--- config.mk ---
export PLATFORM = sky130hd
export DESIGN_NAME = alu_secuenciador
export DESIGN_NICKNAME = d
export VERILOG_FILES = /design/src/rtl/alu_secuenciador.sv
export SDC_FILE = /design/constraint.sdc
export NUM_CORES = 1
export LEC_CHECK = 0
export ABC_CLOCK_PERIOD_IN_PS = 2100
export CAP_MARGIN = 20
export CORE_MARGIN = 2
export CORE_UTILIZATION = 38
export CTS_CLUSTER_SIZE = 16
export DETAILED_ROUTE_END_ITERATION = 6
export DONT_BUFFER_PORTS = 1
export GPL_TIMING_DRIVEN = 1
export PLACE_DENSITY_LB_ADDON = 0.08
export SYNTH_ARGS = -nofsm -noshare
export SYNTH_HDL_FRONTEND = slang
export SYNTH_SLANG_ARGS = --single-unit
--- constraint.sdc ---
create_clock -name clk -period 2.1 [get_ports clk]
set_input_delay 0.21 -clock clk [delete_from_list [all_inputs] [get_ports clk]]
set_output_delay 0.21 -clock clk [all_outputs]
set_load 0.02 [all_outputs]
--- src/rtl/alu_secuenciador.sv ---
// Two-requester front end for one shared ALU.
// Round-robin grant, fixed 4-state issue/capture/response sequence.
module alu_secuenciador #(
  parameter int NUMPAR = 8
) (
  input  logic              clk,
  input  logic              rst,
  input  logic              req0_valid,
  input  logic [4:0]        req0_op,
  input  logic [NUMPAR-1:0] req0_a,
  input  logic [NUMPAR-1:0] req0_b,
  output logic              req0_ready,
  input  logic              req1_valid,
  input  logic [4:0]        req1_op,
  input  logic [NUMPAR-1:0] req1_a,
  input  logic [NUMPAR-1:0] req1_b,
  output logic              req1_ready,
  output logic [4:0]        alu_codigoOP,
  output logic [NUMPAR-1:0] alu_operandoA,
  output logic [NUMPAR-1:0] alu_operandoB,
  input  logic [NUMPAR-1:0] alu_resultado,
  input  logic              alu_N,
  input  logic              alu_Z,
  input  logic              alu_C,
  input  logic              alu_V,
  output logic              resp_valid,
  output logic              resp_id,
  output logic [NUMPAR-1:0] resp_resultado,
  output logic [3:0]        resp_flags,
  output logic              resp_err,
  input  logic              resp_ready,
  output logic              busy,
  output logic [15:0]       op_count
);

  typedef enum logic [1:0] {
    IDLE,
    ISSUE,
    CAPTURE,
    RESP
  } state_t;

  state_t            state;
  state_t            state_nx;
  logic              last;
  logic              gnt0;
  logic              gnt1;
  logic              op_ok;
  logic [4:0]        op_q;
  logic [NUMPAR-1:0] a_q;
  logic [NUMPAR-1:0] b_q;
  logic              id_q;

  // last=1 means req1 won most recently, so req0 wins a tie
  always_comb begin
    gnt0 = 1'b0;
    gnt1 = 1'b0;
    if (state == IDLE && !rst) begin
      gnt0 = req0_valid & (~req1_valid | last);
      gnt1 = req1_valid & (~req0_valid | ~last);
    end
  end

  assign req0_ready = gnt0;
  assign req1_ready = gnt1;

  always_comb begin
    state_nx = state;
    unique case (state)
      IDLE:    if (gnt0 | gnt1) state_nx = ISSUE;
      ISSUE:   state_nx = CAPTURE;
      CAPTURE: state_nx = RESP;
      RESP:    if (resp_ready) state_nx = IDLE;
      default: state_nx = IDLE;
    endcase
  end

  always_comb begin
    op_ok = 1'b0;
    case (op_q)
      5'b00000, 5'b00001, 5'b00010,
      5'b00101, 5'b00110, 5'b01000,
      5'b01010: op_ok = 1'b1;
      default:  op_ok = 1'b0;
    endcase
  end

  always_ff @(posedge clk) begin
    if (rst) begin
      state          <= IDLE;
      last           <= 1'b1;
      op_q           <= '0;
      a_q            <= '0;
      b_q            <= '0;
      id_q           <= 1'b0;
      resp_id        <= 1'b0;
      resp_resultado <= '0;
      resp_flags     <= '0;
      resp_err       <= 1'b0;
      op_count       <= '0;
    end else begin
      state <= state_nx;
      if (gnt0) begin
        op_q <= req0_op;
        a_q  <= req0_a;
        b_q  <= req0_b;
        id_q <= 1'b0;
        last <= 1'b0;
      end else if (gnt1) begin
        op_q <= req1_op;
        a_q  <= req1_a;
        b_q  <= req1_b;
        id_q <= 1'b1;
        last <= 1'b1;
      end
      if (state == CAPTURE) begin
        resp_id <= id_q;
        if (op_ok) begin
          resp_resultado <= alu_resultado;
          resp_flags     <= {alu_N, alu_Z, alu_C, alu_V};
          resp_err       <= 1'b0;
        end else begin
          resp_resultado <= '0;
          resp_flags     <= '0;
          resp_err       <= 1'b1;
        end
      end
      if (state == RESP && resp_ready)
        op_count <= op_count + 16'd1;
    end
  end

  assign alu_codigoOP  = op_q;
  assign alu_operandoA = a_q;
  assign alu_operandoB = b_q;
  assign resp_valid    = (state == RESP);
  assign busy          = (state != IDLE);

endmodule
==> impl_metrics.csv, run 1 <==
group,metric,value,unit
clocking,clock-root-buffer,"clkbuf_8",
synthesis,synth.most_common_cell,"dfxtp_1",
die,row_count,29,
timing,worst_hold_slack,0.0499,ns
worst_setup_path,end_kind,"primary output",
routing,drc,0,
synthesis,synthCells,290,
timing,fin_worst_skew,0.00624,ns
synthesis,synth_edf_count,0,
timing,worst_slack,0.207,ns
timing,drv_slew,0,
worst_hold_path,hold_class,"in -> reg",
synthesis,yosys.area.top_type,"dfxtp_1",
worst_setup_path,critical_path.max_fanout,23,
clocking,ctsHtreeMaxLevel,2,
global_routing,grt_pass1_vias,1784,
global_routing,grt_pass1_wl,9180,um
synthesis,synthArstFlopShare,0,%
worst_setup_path,cp_data_required_time,1.89,ns
global_routing,grt_max_degree,54,
global_routing,grt.total_usage,15.8,%
timing,rsz0062_at_grt,"false",
synthesis,synth_cell_types,38,
synthesis,yosys_warnings,0,
synthesis,syn_area,2470,um2
timing,slew_headroom,64.0,%
cells_and_area,nets,354,
die,die_x,84.6,um
global_routing,met3_usage,6.10,%
routing,antenna_left,0,
timing,setup_viol,0,
cells_and_area,multiInputGateArea,1210,um2
synthesis,synth_seq_area_share,44.6,%
die,die_h,84.6,um
job,drv_cap,0,
routing,drtIter0Drc,75,
cells_and_area,area_delta_synth_final,8.52,%
timing,max_freq,0.528,GHz
run_status,outcome,"completed",
synthesis,ys_ff_latch,55,
routing,dr.pass1.iters,4,
timing,min_period_over_period,90.1,%
synthesis,syn_nets,354,
cells_and_area,fill_cells,654,
routing,avgViaCountPerCell,5.36,
timing,final.min_clock_period,1.89,ns
die,initial_utilization,39.1,%
clocking,clk_latency,0.30,ns
cells_and_area,diodes,0,
routing,drt-wirelength-per-cell,16.0,um
synthesis,syn_avg_cell_area,8.50,um2
global_routing,use_met1,19.9,%
synthesis,netlist.area_leader.share,44.6,%
clocking,clock_path_buffers,2,
cells_and_area,ff_latch_area,1100,um2
place,io_buffers,0,
clocking,cts_buffers,5,
clocking,clk_pin_slew,0.10,ns
cells_and_area,drive_gt1_share,9.66,%
routing,num_vias,1966,
place,dp_slack,0.247,ns
place,dpl.cell_count,358,
synthesis,netlist_top_cells_count,"55 x dfxtp_1, 48 x nand2_1, 41 x nor2_1",
clocking,cts_tree,"built",
cells_and_area,fin_cells,367,
die,io_pins,114,
timing,hold_viol,0,
global_routing,grt.overflow.total,0,
global_routing,met2_usage,25.3,%
global_routing,top_usage_layer,"met2",
power_and_ir_drop,powerDensity,1030,nW/um2
power_and_ir_drop,ir_worst_vdd,0.474,mV
timing,max_slew.worst_pin.slew,0.538,ns
timing,timing.setup.tns,0,ns
power_and_ir_drop,p_leak,0.985,nW
clocking,clock-sinks,55,
synthesis,ys.flop_type,"dfxtp_1",
global_routing,antenna_found_initial,0,
synthesis,synth_area_leaders,"dfxtp_1 45%, a311oi_1 7.5%, nand2_1 7.3%",
worst_setup_path,ff2ff_path_depth,7,
worst_setup_path,path_class,"reg -> out",
worst_setup_path,crit_arrival,1.68,ns
clocking,postCtsSetupBuffers,0,
die,dieArea,7150,um2
routing,wirelength,5860,um
worst_setup_path,cp-start-kind,"register",
die,coreArea,6310,um2
place,dp_hpwl,3950,um
worst_hold_path,whs_path_depth,2,
place,gp_congestion,0.711,
## critical path, stage by stage, from the launching register on
cell,delay (ns)
dfxtp_1,0.34
inv_1,0.11
ha_1,0.24
nor2b_2,0.22
nand3_2,0.10
inv_2,0.38
## per-layer routing
layer | vias up | routed length, um
li1 | 999 | -
met1 | 889 | 2580
met2 | 72 | 2720
met3 | 6 | 499
met4 | 0 | 62
met5 | - | 0
## what timing repair did
item                                    in CTS  in global routing
hold buffers                                 2                  0
hold endpoints to repair                    53                  0
gates resized for setup                      0                  0
endpoints found under the setup margin       0                  0
## through the flow
step	power, mW	area [um2]	utilization [%]
floorplan	2.06	2470	-
CTS	2.80	2680	42.4
global placement	2.17	2560	40.5
detailed placement	2.18	2560	40.5
global route	2.93	2680	42.4
finish	2.76	2680	42.4
## flip-flops by register name, indices dropped and copies added (netlist names)
register and cells:
op_count 16, alu_operandoA 8, alu_operandoB 8, resp_resultado 8
alu_codigoOP 5, resp_flags 4, state 2, id_q 1
last 1, resp_err 1, resp_id 1
## path summary, 6_finish.rpt
kind                                 from               end  slack (ns)
worst max-delay path             state[0]        req0_ready        0.21
worst max register to register   state[0]  alu_operandoB[2]        0.27
worst min-delay path            req0_b[4]  alu_operandoB[4]        0.05
worst min register to register       id_q              id_q        0.52
## kinds of logic (layout without fill, tap and decap cells)
| group | Yosys count | count (layout) | share of synthesized area [%] |
|---|---|---|---|
| AOI/OAI and AO/OA | 45 | 45 | 14.6 |
| xor gates and xnor gates | 14 | 14 | 4.97 |
| adders and majority gates | 5 | 5 | 2.54 |
| buffers and inverters | 36 | 36 | 6.44 |
| DFF | 55 | 55 | 44.6 |
| muxes | 2 | 2 | 0.812 |
| and+or+nand+nor | 133 | 133 | 26.0 |
## cell usage in the layout, fill, tap and decap left out, drive strengths merged, types with 4 or more instances in the layout
cell    instances
a21oi           5
dfxtp          55
nand4           9
nand2          48
buf            12
nor2           41
xor2           11
ha              5
nand2b         13
nand3           6
a311oi         21
and4            4
inv            16
clkbuf          6
o32ai          12
## where the power goes
part / switching, mW / internal [mW]
registers: 0.334 / 1.22
logic: 0.361 / 0.247
clock network: 0.335 / 0.260
## layout make-up
type / count / area share [%]
multi-input combinational: 199 / 45.1
sequential: 55 / 41.1
timing repair buffer: 13 / 4.68
tap: 77 / 3.60
clock buffer: 6 / 3.09
inverter: 16 / 2.24
clock inverter: 1 / 0.187
Power figures use the tool's default switching activity.
==> run 2, diff against run 1 <==
--- a/config.mk
+++ b/config.mk
@@ -7,8 +7,10 @@
 export LEC_CHECK = 0
 export ABC_CLOCK_PERIOD_IN_PS = 2100
 export CAP_MARGIN = 20
+export CELL_PAD_IN_SITES_DETAIL_PLACEMENT = 1
+export CELL_PAD_IN_SITES_GLOBAL_PLACEMENT = 2
 export CORE_MARGIN = 2
-export CORE_UTILIZATION = 38
+export CORE_UTILIZATION = 34
 export CTS_CLUSTER_SIZE = 16
 export DETAILED_ROUTE_END_ITERATION = 6
 export DONT_BUFFER_PORTS = 1
==> run 2 against run 1 <==
Against the previous run: clock skew grew 0.0029 ns; die area grew 11%; critical path type unchanged; wire length grew 10%; register-to-register slack gained 0.07 ns; via count grew 3.0%; clock power shrank 2%; setup slack lost 0.046 ns; non-clock buffer count shrank 1; core utilization shrank 4.5 points; fmax shrank 2.4%; first-iteration DRC count shrank 61%; sequential power is essentially flat.
==> impl_metrics.csv, run 2 (synthesis results as in run 1) <==
group,metric,value,unit
die,row_count,31,
routing,wirelength,6460,um
worst_setup_path,path_class,"reg -> out",
global_routing,grt.overflow.total,0,
die,die_x,89.2,um
timing,hold_viol,0,
worst_setup_path,critical_path.max_fanout,23,
global_routing,antenna_found_initial,0,
routing,drc,0,
clocking,clock-root-buffer,"clkbuf_8",
worst_setup_path,end_kind,"primary output",
routing,antenna_left,0,
timing,worst_hold_slack,0.0439,ns
timing,fin_worst_skew,0.00910,ns
place,dp_hpwl,4380,um
worst_hold_path,hold_class,"in -> reg",
timing,rsz0062_at_grt,"false",
clocking,ctsHtreeMaxLevel,2,
job,drv_cap,0,
clocking,cts_tree,"built",
power_and_ir_drop,powerDensity,1030,nW/um2
place,place_area,2590,um2
die,io_pins,114,
clocking,cts_buffers,5,
cells_and_area,mostFrequentLayoutCells,"55 x dfxtp_1, 48 x nand2_1, 41 x nor2_1",
timing,setup_viol,0,
timing,min_period_over_period,92.3,%
clocking,clk_pin_slew,0.10,ns
clocking,clk_latency,0.31,ns
global_routing,grt_pass1_wl,9790,um
timing,max_freq,0.516,GHz
worst_setup_path,critical_path.slowest_cell,"dfxtp_1",
worst_setup_path,cp_data_required_time,1.89,ns
timing,timing.setup.tns,0,ns
run_status,outcome,"completed",
clocking,clock-sinks,55,
timing,worst_slack,0.161,ns
die,die_h,89.2,um
timing,final.min_clock_period,1.94,ns
global_routing,grt_max_degree,55,
place,dp_slack,0.274,ns
clocking,postCtsSetupBuffers,0,
cells_and_area,area_delta_synth_final,9.64,%
worst_setup_path,critical-path-max-stage-delay,0.34,ns
worst_setup_path,crit_arrival,1.73,ns
routing,avgViaCountPerCell,5.21,
worst_setup_path,cp_num_buf_inv,3,
die,dieArea,7950,um2
place,dpl.cell_count,380,
power_and_ir_drop,ir_worst_vdd,0.333,mV
routing,num_vias,2025,
power_and_ir_drop,p_leak,0.977,nW
place,gp_congestion,0.725,
cells_and_area,diodes,0,
worst_setup_path,path_delay_family,"buffers and inverters",
cells_and_area,final_util,37.9,%
timing,drv_slew,0,
clocking,clock_path_buffers,2,
worst_setup_path,cp-start-kind,"register",
die,initial_utilization,34.6,%
power_and_ir_drop,finalPower,2.78,mW
routing,drt-wirelength-per-cell,16.6,um
timing,max_slew.worst_pin.slew,0.594,ns
cells_and_area,fill_cells,877,
global_routing,grt_pass1_vias,1976,
routing,drtIter0Drc,29,
routing,dr.pass1.iters,4,
cells_and_area,fin_cells,389,
timing,slew_headroom,60.3,%
worst_setup_path,path_cells,"inv_1 -> ha_1 -> nor2b_2 -> nand3_2 -> inv_6 -> buf_4",
cells_and_area,final_common_cell,"dfxtp_1",
die,coreArea,7140,um2
cells_and_area,stdcell_area,2700,um2
cells_and_area,drive_gt1_share,9.66,%
global_routing,grt.total_usage,15.8,%
cells_and_area,nets,353,
place,io_buffers,0,
cells_and_area,top_register,"op_count",
cells_and_area,largest_reg_flops,16,
[run 2: changes by cell type in the layout (fill, tap and decap cells not counted), sizes merged]
cell,previous run,this run
clkinvlp,0,1
dlygate4sd3,1,0
[run 2: final timing paths]
path / slack (ns) / start / cells past startpoint / end
worst max-delay path: 0.16 / state[0] / 6 / req0_ready
worst min-delay path: 0.04 / req0_b[1] / 2 / alu_operandoB[1]
worst max register to register: 0.34 / state[1] / 7 / alu_operandoA[2]
worst min register to register: 0.51 / id_q / 2 / resp_id
[run 2: worst register-to-register path: cells and delay by family (launching register included)]
kind	cells	cell delay, ns
and+or+nand+nor	3	0.41
DFF	1	0.41
buffers and inverters	2	0.36
AOI/OAI and AO/OA	1	0.27
adders and majority gates	1	0.24
[run 2: what timing repair did]
| item | CTS | global route |
|---|---|---|
| hold buffers | 1 | 0 |
| hold endpoints to repair | 54 | 0 |
| cloned | 0 | 0 |
| resized for setup | 1 | 1 |
| setup endpoints to repair | 1 | 1 |
[run 2: area by class of cell]
cell class / instances / area (um2) / area share (%)
Multi-Input combinational cell: 199 / 1210 / 44.6
Sequential cell: 55 / 1100 / 40.7
Tap cell: 99 / 124 / 4.58
Timing Repair Buffer: 12 / 123 / 4.53
Clock buffer: 6 / 72.6 / 2.68
Inverter: 16 / 65.1 / 2.41
Clock inverter: 2 / 12.5 / 0.463
[run 2: report_power, final]
group / switching [mW] / leakage, nW / internal (mW)
clock: 0.352 / 0.0412 / 0.234
sequential: 0.335 / 0.448 / 1.22
combinational: 0.379 / 0.488 / 0.253
[run 2: metal layers]
| layer | vias up | share of wire (%) | global-route usage [%] |
|---|---|---|---|
| met5 | - | 0 | 0 |
| met4 | 0 | 0.56 | 3.66 |
| met3 | 4 | 7.6 | 5.45 |
| met2 | 67 | 50 | 28.8 |
| met1 | 959 | 42 | 17.7 |
| li1 | 995 | - | - |
